--- src/rtl/io_pad_pkg.sv ---
// Shared constants and types for the pad-input conditioning slice.
package io_pad_pkg;

    // Legal synchroniser depth range.
    localparam int SYNC_STAGES_MIN = 2;
    localparam int SYNC_STAGES_MAX = 4;

    // Default geometry of the pad ring slice.
    localparam int NUM_PADS_DEF = 8;
    localparam int FILT_W_DEF   = 4;

    typedef logic [NUM_PADS_DEF-1:0] pad_vec_t;
    typedef logic [FILT_W_DEF-1:0]   filt_cnt_t;

    // Keep an out-of-range depth from building a broken chain.
    function automatic int clamp_sync(input int n);
        if (n < SYNC_STAGES_MIN) return SYNC_STAGES_MIN;
        if (n > SYNC_STAGES_MAX) return SYNC_STAGES_MAX;
        return n;
    endfunction

endpackage

--- src/rtl/io_pad_filt_cell.sv ---
// One pad: synchroniser chain, stability counter, filtered level flop and
// registered rise/fall pulses that change together with the filtered level.
module io_pad_filt_cell
    import io_pad_pkg::*;
#(
    parameter int   SYNC_STAGES = 2,
    parameter int   FILT_W      = 4,
    parameter logic RESET_BIT   = 1'b0
) (
    input  logic              clk,
    input  logic              rst_n,
    input  logic              pad_i,
    input  logic [FILT_W-1:0] filt_len_i,
    input  logic              en_i,
    output logic              filt_o,
    output logic              rise_o,
    output logic              fall_o
);

    localparam int SS = clamp_sync(SYNC_STAGES);

    logic [SS-1:0]     sync_q;
    logic              s;
    logic [FILT_W-1:0] cnt_q;
    logic              filt_q;
    logic              rise_q;
    logic              fall_q;

    // Synchroniser chain; runs whether or not the filter is enabled.
    always_ff @(posedge clk or negedge rst_n) begin
        if (!rst_n) sync_q <= {SS{RESET_BIT}};
        else        sync_q <= {sync_q[SS-2:0], pad_i};
    end

    assign s = sync_q[SS-1];

    // Stability filter: commit a new level once it has differed from the
    // held level for filt_len_i+1 consecutive cycles; pulses are one cycle.
    always_ff @(posedge clk or negedge rst_n) begin
        if (!rst_n) begin
            cnt_q  <= '0;
            filt_q <= RESET_BIT;
            rise_q <= 1'b0;
            fall_q <= 1'b0;
        end else begin
            rise_q <= 1'b0;
            fall_q <= 1'b0;
            if (!en_i) begin
                cnt_q <= '0;
            end else if (s == filt_q) begin
                cnt_q <= '0;
            end else if (cnt_q >= filt_len_i) begin
                // Compare against the live length so a lowered value commits at once.
                filt_q <= s;
                cnt_q  <= '0;
                rise_q <= s;
                fall_q <= ~s;
            end else if (!(&cnt_q)) begin
                cnt_q <= cnt_q + 1'b1;
            end
        end
    end

    assign filt_o = filt_q;
    assign rise_o = rise_q;
    assign fall_o = fall_q;

endmodule

--- src/rtl/io_pad_in_filter.sv ---
// Pad-input conditioner: per-pad filter cells plus sticky edge status and irq.
module io_pad_in_filter
    import io_pad_pkg::*;
#(
    parameter int                  NUM_PADS    = NUM_PADS_DEF,
    parameter int                  SYNC_STAGES = 2,
    parameter int                  FILT_W      = FILT_W_DEF,
    parameter logic [NUM_PADS-1:0] RESET_VAL   = '0
) (
    input  logic                clk,
    input  logic                rst_n,
    input  logic [NUM_PADS-1:0] pad_i,
    input  logic [FILT_W-1:0]   filt_len_i,
    input  logic [NUM_PADS-1:0] en_i,
    input  logic [NUM_PADS-1:0] rise_en_i,
    input  logic [NUM_PADS-1:0] fall_en_i,
    input  logic [NUM_PADS-1:0] clr_i,
    output logic [NUM_PADS-1:0] filt_o,
    output logic [NUM_PADS-1:0] rise_o,
    output logic [NUM_PADS-1:0] fall_o,
    output logic [NUM_PADS-1:0] evt_sts_o,
    output logic                irq_o
);

    logic [NUM_PADS-1:0] sts_q;
    logic [NUM_PADS-1:0] sts_set;
    logic [NUM_PADS-1:0] sts_nxt;
    logic                irq_q;

    for (genvar i = 0; i < NUM_PADS; i++) begin : g_pad
        io_pad_filt_cell #(
            .SYNC_STAGES (SYNC_STAGES),
            .FILT_W      (FILT_W),
            .RESET_BIT   (RESET_VAL[i])
        ) u_cell (
            .clk        (clk),
            .rst_n      (rst_n),
            .pad_i      (pad_i[i]),
            .filt_len_i (filt_len_i),
            .en_i       (en_i[i]),
            .filt_o     (filt_o[i]),
            .rise_o     (rise_o[i]),
            .fall_o     (fall_o[i])
        );
    end

    // A new event beats a same-cycle clear so no edge is ever lost.
    assign sts_set = (rise_o & rise_en_i) | (fall_o & fall_en_i);
    assign sts_nxt = sts_set | (sts_q & ~clr_i);

    // Sticky status; irq is registered from the next status so both move together.
    always_ff @(posedge clk or negedge rst_n) begin
        if (!rst_n) begin
            sts_q <= '0;
            irq_q <= 1'b0;
        end else begin
            sts_q <= sts_nxt;
            irq_q <= |sts_nxt;
        end
    end

    assign evt_sts_o = sts_q;
    assign irq_o     = irq_q;

endmodule

--- config.mk ---
export PLATFORM = sky130hd
export DESIGN_NAME = io_pad_in_filter
export DESIGN_NICKNAME = d
export VERILOG_FILES = /design/src/rtl/io_pad_pkg.sv /design/src/rtl/io_pad_filt_cell.sv /design/src/rtl/io_pad_in_filter.sv
export SDC_FILE = /design/constraint.sdc
export NUM_CORES = 1
export LEC_CHECK = 0
export BUFFER_PORTS_ARGS = -buffer_cell sky130_fd_sc_hd__buf_2
export CORE_ASPECT_RATIO = 1.25
export CORE_MARGIN = 2
export CORE_UTILIZATION = 45
export DETAILED_ROUTE_END_ITERATION = 12
export HOLD_SLACK_MARGIN = 0.15
export PLACE_DENSITY = 0.69
export SLEW_MARGIN = 20
export SYNTH_ARGS = -nofsm -noshare
export SYNTH_HDL_FRONTEND = slang
export SYNTH_HIERARCHICAL = 1
export SYNTH_SLANG_ARGS = --single-unit
--- constraint.sdc ---
create_clock -name clk -period 1.8 [get_ports clk]
set_input_delay 0.45 -clock clk [delete_from_list [all_inputs] [get_ports clk]]
set_output_delay 0.45 -clock clk [all_outputs]
set_load 0.005 [all_outputs]
==> Word level (Yosys, flattened, before mapping) <==
Index checks and enable logic that the tools add are counted.
{ "classes": {"n_bitwise": 22, "muxes": 80, "n_reduce_logical": 17, "addsub": 8, "n_eq_ne": 16, "n_lt_le_gt_ge": 8} }
{ "ops": {"columns": ["operator", "count"], "rows": [
  ["2-to-1 mux 4 bit", 32],
  ["2-to-1 mux 1 bit", 48],
  ["adder 4 x 1 -> 4 bit (second input constant)", 8],
  [">= comparator 4 bit", 8],
  ["inequality test 4 x 2 -> 1 bit (second input constant)", 8],
  ["AND reduction 4 bit", 8],
  ["bitwise AND 8 bit", 3],
  ["AND reduction 3 bit", 8],
  ["inverter 1 bit", 16],
  ["bitwise OR 8 bit", 2],
  ["== test 1 bit", 8],
  ["inverter 8 bit", 1],
  ["OR reduction 8 bit", 1]
]} }
{ "word_totals": {"reg_bits": 81, "in_bits": 46, "out_inout_bits": 33} }

==> Depth between registers and ports, before layout <==
{ "logic_depth": {"ltp_word": 5, "ltp_mapped": 5} }

==> By module <==
The synthesis kept the hierarchy.
{ "modules_own_cells": {"columns": ["mod", "seq_area_each_um2", "instances", "cells_per_inst", "area_each_um2"], "rows": [
  ["io_pad_filt_cell", 225.2, 8, 44, 505.5],
  ["io_pad_in_filter", 225.2, 1, 36, 401.6]
]} }

==> Worst setup path before layout <==
No wires, ideal clock.
{ "synth_path": {"path_kind": "input to register", "startpoint": "input filt_len_i[0]", "endpoint": "register g_pad[0].u_cell.cnt_q[3]", "setup_slack_ns": 0.388, "t_required_ns": 1.689, "path_stages": 4, "arrival_ns": 1.301, "setup_time_ns": 0.111, "path_cell_list": "ha_1 -> nor3b_4 -> o211ai_2 -> a2111oi_2"} }
{ "synth_between": {"elab_chain_cells": 4, "elab_cells_between_ends": 5, "cone_classes": "order compare (1); eq/ne (1); mux (3)"} }
{ "synth_rtl": {"columns": ["element", "line", "rtl"], "rows": [
  ["start: declaration", "io_pad_in_filter.sv:13", "input logic [FILT_W-1:0] filt_len_i,"],
  [">= comparator 4 bit (*)", "io_pad_filt_cell.sv:52", "end else if (cnt_q >= filt_len_i) begin"],
  ["2-to-1 mux 4 bit", "io_pad_filt_cell.sv:52", null],
  ["2-to-1 mux 4 bit", "io_pad_filt_cell.sv:50", "end else if (s == filt_q) begin"],
  ["2-to-1 mux 4 bit", "io_pad_filt_cell.sv:48", "if (!en_i) begin"],
  ["end signal: assignment", "io_pad_filt_cell.sv:59", "cnt_q <= cnt_q + 1'b1;"],
  ["end: declaration", "io_pad_filt_cell.sv:24", "logic [FILT_W-1:0] cnt_q;"]
]} }
Every way passes the cells marked *; elsewhere a longest branch is shown, timed or not.
A chain may end at the register's enable or synchronous reset.

==> Worst setup path after layout <==
{ "layout_path": {"startpoint": "register g_pad[7].u_cell.cnt_q[0]", "endpoint": "register g_pad[7].u_cell.filt_q"} }
{ "layout_between": {"elab_chain_cells": 2} }
{ "layout_rtl": {"columns": ["element", "line", "rtl"], "rows": [
  ["start: declaration", "io_pad_filt_cell.sv:24", null],
  ["start signal: assignment", "io_pad_filt_cell.sv:59", null],
  [">= comparator 4 bit", "io_pad_filt_cell.sv:52", null],
  ["AND reduction 3 bit (no source line)", null, null],
  ["end signal: assignment", "io_pad_filt_cell.sv:54", "filt_q <= s;"],
  ["end: declaration", "io_pad_filt_cell.sv:25", "logic filt_q;"]
]} }
Every way passes these cells.

==> flow_metrics.py <==
metrics = {
    "detailed_routing": {
        "wirelength_mm": 8.89,
        "avgRoutedWirePerCell_um": 14.5,
        "antenna_nets_post_route": 0,
        "routed-via-count": 3211,
        "post_drt_via_cell_ratio": 5.22,
        "remaining_drc_errors": 0,
        "detail_route.iter0.violations": 98,
        "drt_pre_antenna_iters": 4,
    },
    "place": {
        "numPortBuffers": 78,
        "detailed_place_hpwl_mm": 7.00,
        "placed_area_um2": 5050,
        "routabilityCongestion": 0.849,
    },
    "clocking": {
        "postCtsSetupRepairBufs": 0,
        "cts_max_path_buffers": 2,
        "worst_skew_pair.late_latency_ps": 330,
        "clock_sinks": 81,
        "clock_tree_from_tritoncts": "built",
        "inserted_clock_buffers": 9,
        "h_tree_lvls": 3,
        "cts_hold_repair.buffers": 1,
        "clkTransAtPathRegs_ps": 60,
        "root_cell_of_the_clock_tree": "sky130_fd_sc_hd__clkbuf_16",
        "postCtsResizedCells": 0,
    },
    "sta": {
        "timing.final.max_slew_violations": 0,
        "final_setup_violations": 0,
        "finalSetupTns_ps": 0,
        "fin_worst_skew_ps": 4.19,
        "timing.final.crit_period_ps": 1550,
        "max_slew_margin_pct": 74.1,
        "max_freq_mhz": 643,
        "max_slew.worst_pin.slew_ps": 389,
        "hold_viol": 0,
        "fin_hold_ws_ps": 214,
        "grt_setup_unrepaired": "no",
        "share_of_the_cycle_needed_by_the_critical_path_after_routing_pct": 86.4,
    },
    "floorplanning": {
        "coreArea_um2": 9610,
        "initial_util_pct": 46.3,
        "ios": 79,
        "die_w_um": 92.9,
        "die_footprint_um2": 10700,
        "row_count": 40,
        "die-height_um": 115,
    },
    "yosys": {
        "ys.warnings.count": 6,
        "post_synth_fa_ha_maj_area_fraction_pct": 11.3,
        "yosys.cell_types.count": 25,
        "synth_simple_gate_area_share_pct": 15.7,
        "synth-xor-area-share_pct": 4.50,
        "synthesis.instances": 388,
        "avgSynthCellArea_um2": 11.5,
        "ffs_latches_synth": 81,
        "yosysTopAreaCell": "sky130_fd_sc_hd__dfrtp_1",
        "synth_top_family_by_area": "compound AO/OA/AOI/OAI gates",
        "postSynth.topFlopCell": "sky130_fd_sc_hd__dfrtp_1",
        "muxShareOfSynthArea_pct": 1.80,
        "synth_compound_gate_area_share_pct": 17.1,
        "synth_edf_count": 0,
        "post-synth-top-area-fraction_pct": 45.6,
        "mappedNetlistArea_um2": 4450,
        "synthesis.nets": 474,
        "synth.yosys.seq_area_share_pct": 45.6,
        "async_flop_share_pct": 100,
        "ys_top_cells_by_area": "sky130_fd_sc_hd__dfrtp_1 (46%), sky130_fd_sc_hd__ha_1 (11%), sky130_fd_sc_hd__nor3_1 (4.5%)",
    },
    "worst_setup_path": {
        "worstSetupStartpointType": "register",
        "critPathArrivalTime_ps": 1770,
        "critical_path.reg2reg.startpoint": "g_pad[7].u_cell/cnt_q[0]",
        "timing.critical_path.to_type": "register",
        "r2r_end": "g_pad[7].u_cell/filt_o",
        "crit_start": "g_pad[7].u_cell/cnt_q[0]",
        "rrSetupSlack_ps": 250,
        "critical-path-slowest-cell": "sky130_fd_sc_hd__dfrtp_1",
        "worst_ep_required_time_ps": 2010,
        "crit_path_cell_trace": "inv_1, ha_1, nor3b_4, o21a_1, buf_4, o211ai_1",
        "rr_worst_depth": 6,
        "worst_path_largest_cell_delay_ps": 420,
        "critPathKind": "register to register",
        "endpoint": "g_pad[7].u_cell/filt_o",
        "crit_fanout": 4,
    },
    "pwr": {
        "powerDensity_nw_per_um2": 888,
        "power.static_leakage_uw": 0.00262,
        "total_power_uw": 4820,
        "vdd_ir_drop_max_v": 0.000527,
    },
    "outcome": {
        "outcome": "completed",
    },
    "job": {
        "drv_cap": 0,
    },
    "min_path": {
        "hp-class": "input pin to register",
    },
    "global_routing": {
        "grt_pass1_wl_mm": 15.4,
        "antenna_found_initial": 0,
        "largest_net_degree_at_the_start_of_global_routing": 31,
        "grt_pass1_vias": 3318,
        "globalRoute.totalOverflow": 0,
        "groute.usage.overall_pct": 18.4,
    },
    "cells_and_area": {
        "multi_input_area_um2": 2240,
        "final.fill_count": 863,
        "flow.area_growth_from_synthesis_pct": 22.1,
        "layout-drive-gt1-share_pct": 29.9,
        "final_net_count": 570,
        "register_area_um2": 2030,
        "fin_area_um2": 5430,
        "diodes": 0,
    },
}
[layout by cell type (no fill, tap or decap), types with 9 or more instances in the layout]
cell type / count
sky130_fd_sc_hd__inv_1: 48
sky130_fd_sc_hd__clkbuf_16: 9
sky130_fd_sc_hd__o211ai_2: 16
sky130_fd_sc_hd__o211ai_1: 16
sky130_fd_sc_hd__dfrtp_1: 81
sky130_fd_sc_hd__nand2_1: 17
sky130_fd_sc_hd__buf_2: 77
sky130_fd_sc_hd__nand3_1: 16
sky130_fd_sc_hd__ha_1: 40
sky130_fd_sc_hd__nor3_1: 40
[cells by family (layout without fill, tap and decap cells)]
kind of cell             count (synthesis)  count (layout)
buffers and inverters                   48             149
flip-flops                              81              81
AND/OR/NAND/NOR                        107             107
XOR/XNOR                                16              16
adder cells (fa/ha/maj)                 40              40
multiplexers                             8               8
AO/OA/AOI/OAI                           88              88
[metal layers]
layer | share of wire, % | wire length, um | track usage, % | up-vias
li1 | - | - | - | 1605
met1 | 44 | 3920 | 22.6 | 1527
met2 | 50 | 4470 | 32.2 | 68
met3 | 3.8 | 337 | 2.88 | 11
met4 | 1.8 | 164 | 7.65 | 0
met5 | 0 | 0 | 0 | -
[cells in the mapped netlist, types with 16 or more instances]
master,number
sky130_fd_sc_hd__ha_1,40
sky130_fd_sc_hd__o211ai_2,16
sky130_fd_sc_hd__o211ai_1,16
sky130_fd_sc_hd__nand2_1,17
sky130_fd_sc_hd__nand3_1,16
sky130_fd_sc_hd__nor3_1,40
sky130_fd_sc_hd__dfrtp_1,81
sky130_fd_sc_hd__inv_1,48
[worst max-delay path, delay by kind of cell (launching register included)]
family                     cells  cell delay [ps]
adders and majority gates      1              300
AOI/OAI and AO/OA              2              280
buffers and inverters          2              190
DFF                            1              420
and+or+nand+nor                1              240
[worst min-delay path by stage]
stage / slack [ps] / depth (start not counted) / endpoint / from
final: 210 / 1 / g_pad[7].u_cell/sync_q[0] / pad_i[7]
after global routing: 200 / 1 / g_pad[7].u_cell/sync_q[0] / pad_i[7]
after CTS: 210 / 1 / g_pad[7].u_cell/sync_q[0] / pad_i[7]
after detailed placement: 330 / 0 / g_pad[1].u_cell/sync_q[1] / g_pad[1].u_cell/sync_q[0]
after global placement: 330 / 0 / g_pad[2].u_cell/sync_q[1] / g_pad[2].u_cell/sync_q[0]
after floorplan: 150 / 0 / evt_sts_o[0] / rst_n
[stage by stage]
step                      instances  util [%]  setup WS, ps
after global routing            615      56.5           115
after detailed placement        598      52.6          22.0
after CTS                       615      56.5           236
after floorplan                 388         -           388
final                           615      56.5           245
after global placement          598      52.6          75.9
[flip-flops by register name (all words and copies together) (netlist names)]
| signal | cells |
|---|---|
| g_pad.u_cell/sync_q | 16 |
| g_pad.u_cell/rise_o | 8 |
| g_pad.u_cell/cnt_q | 32 |
| g_pad.u_cell/filt_o | 8 |
| g_pad.u_cell/fall_o | 8 |
| irq_o | 1 |
| evt_sts_o | 8 |
[power by group]
part	internal [uW]	switching (uW)
logic	305	333
clock network	1470	706
registers	1910	99.6
[cell type report]
type | count | share of cell area (%)
Clock buffer | 12 | 4.91
Clock inverter | 4 | 1.80
Inverter | 48 | 3.32
Multi-Input combinational cell | 259 | 41.2
Sequential cell | 81 | 37.3
Tap cell | 126 | 2.90
Timing Repair Buffer | 85 | 8.48
Note: power is estimated with default switching activity, not from simulation.
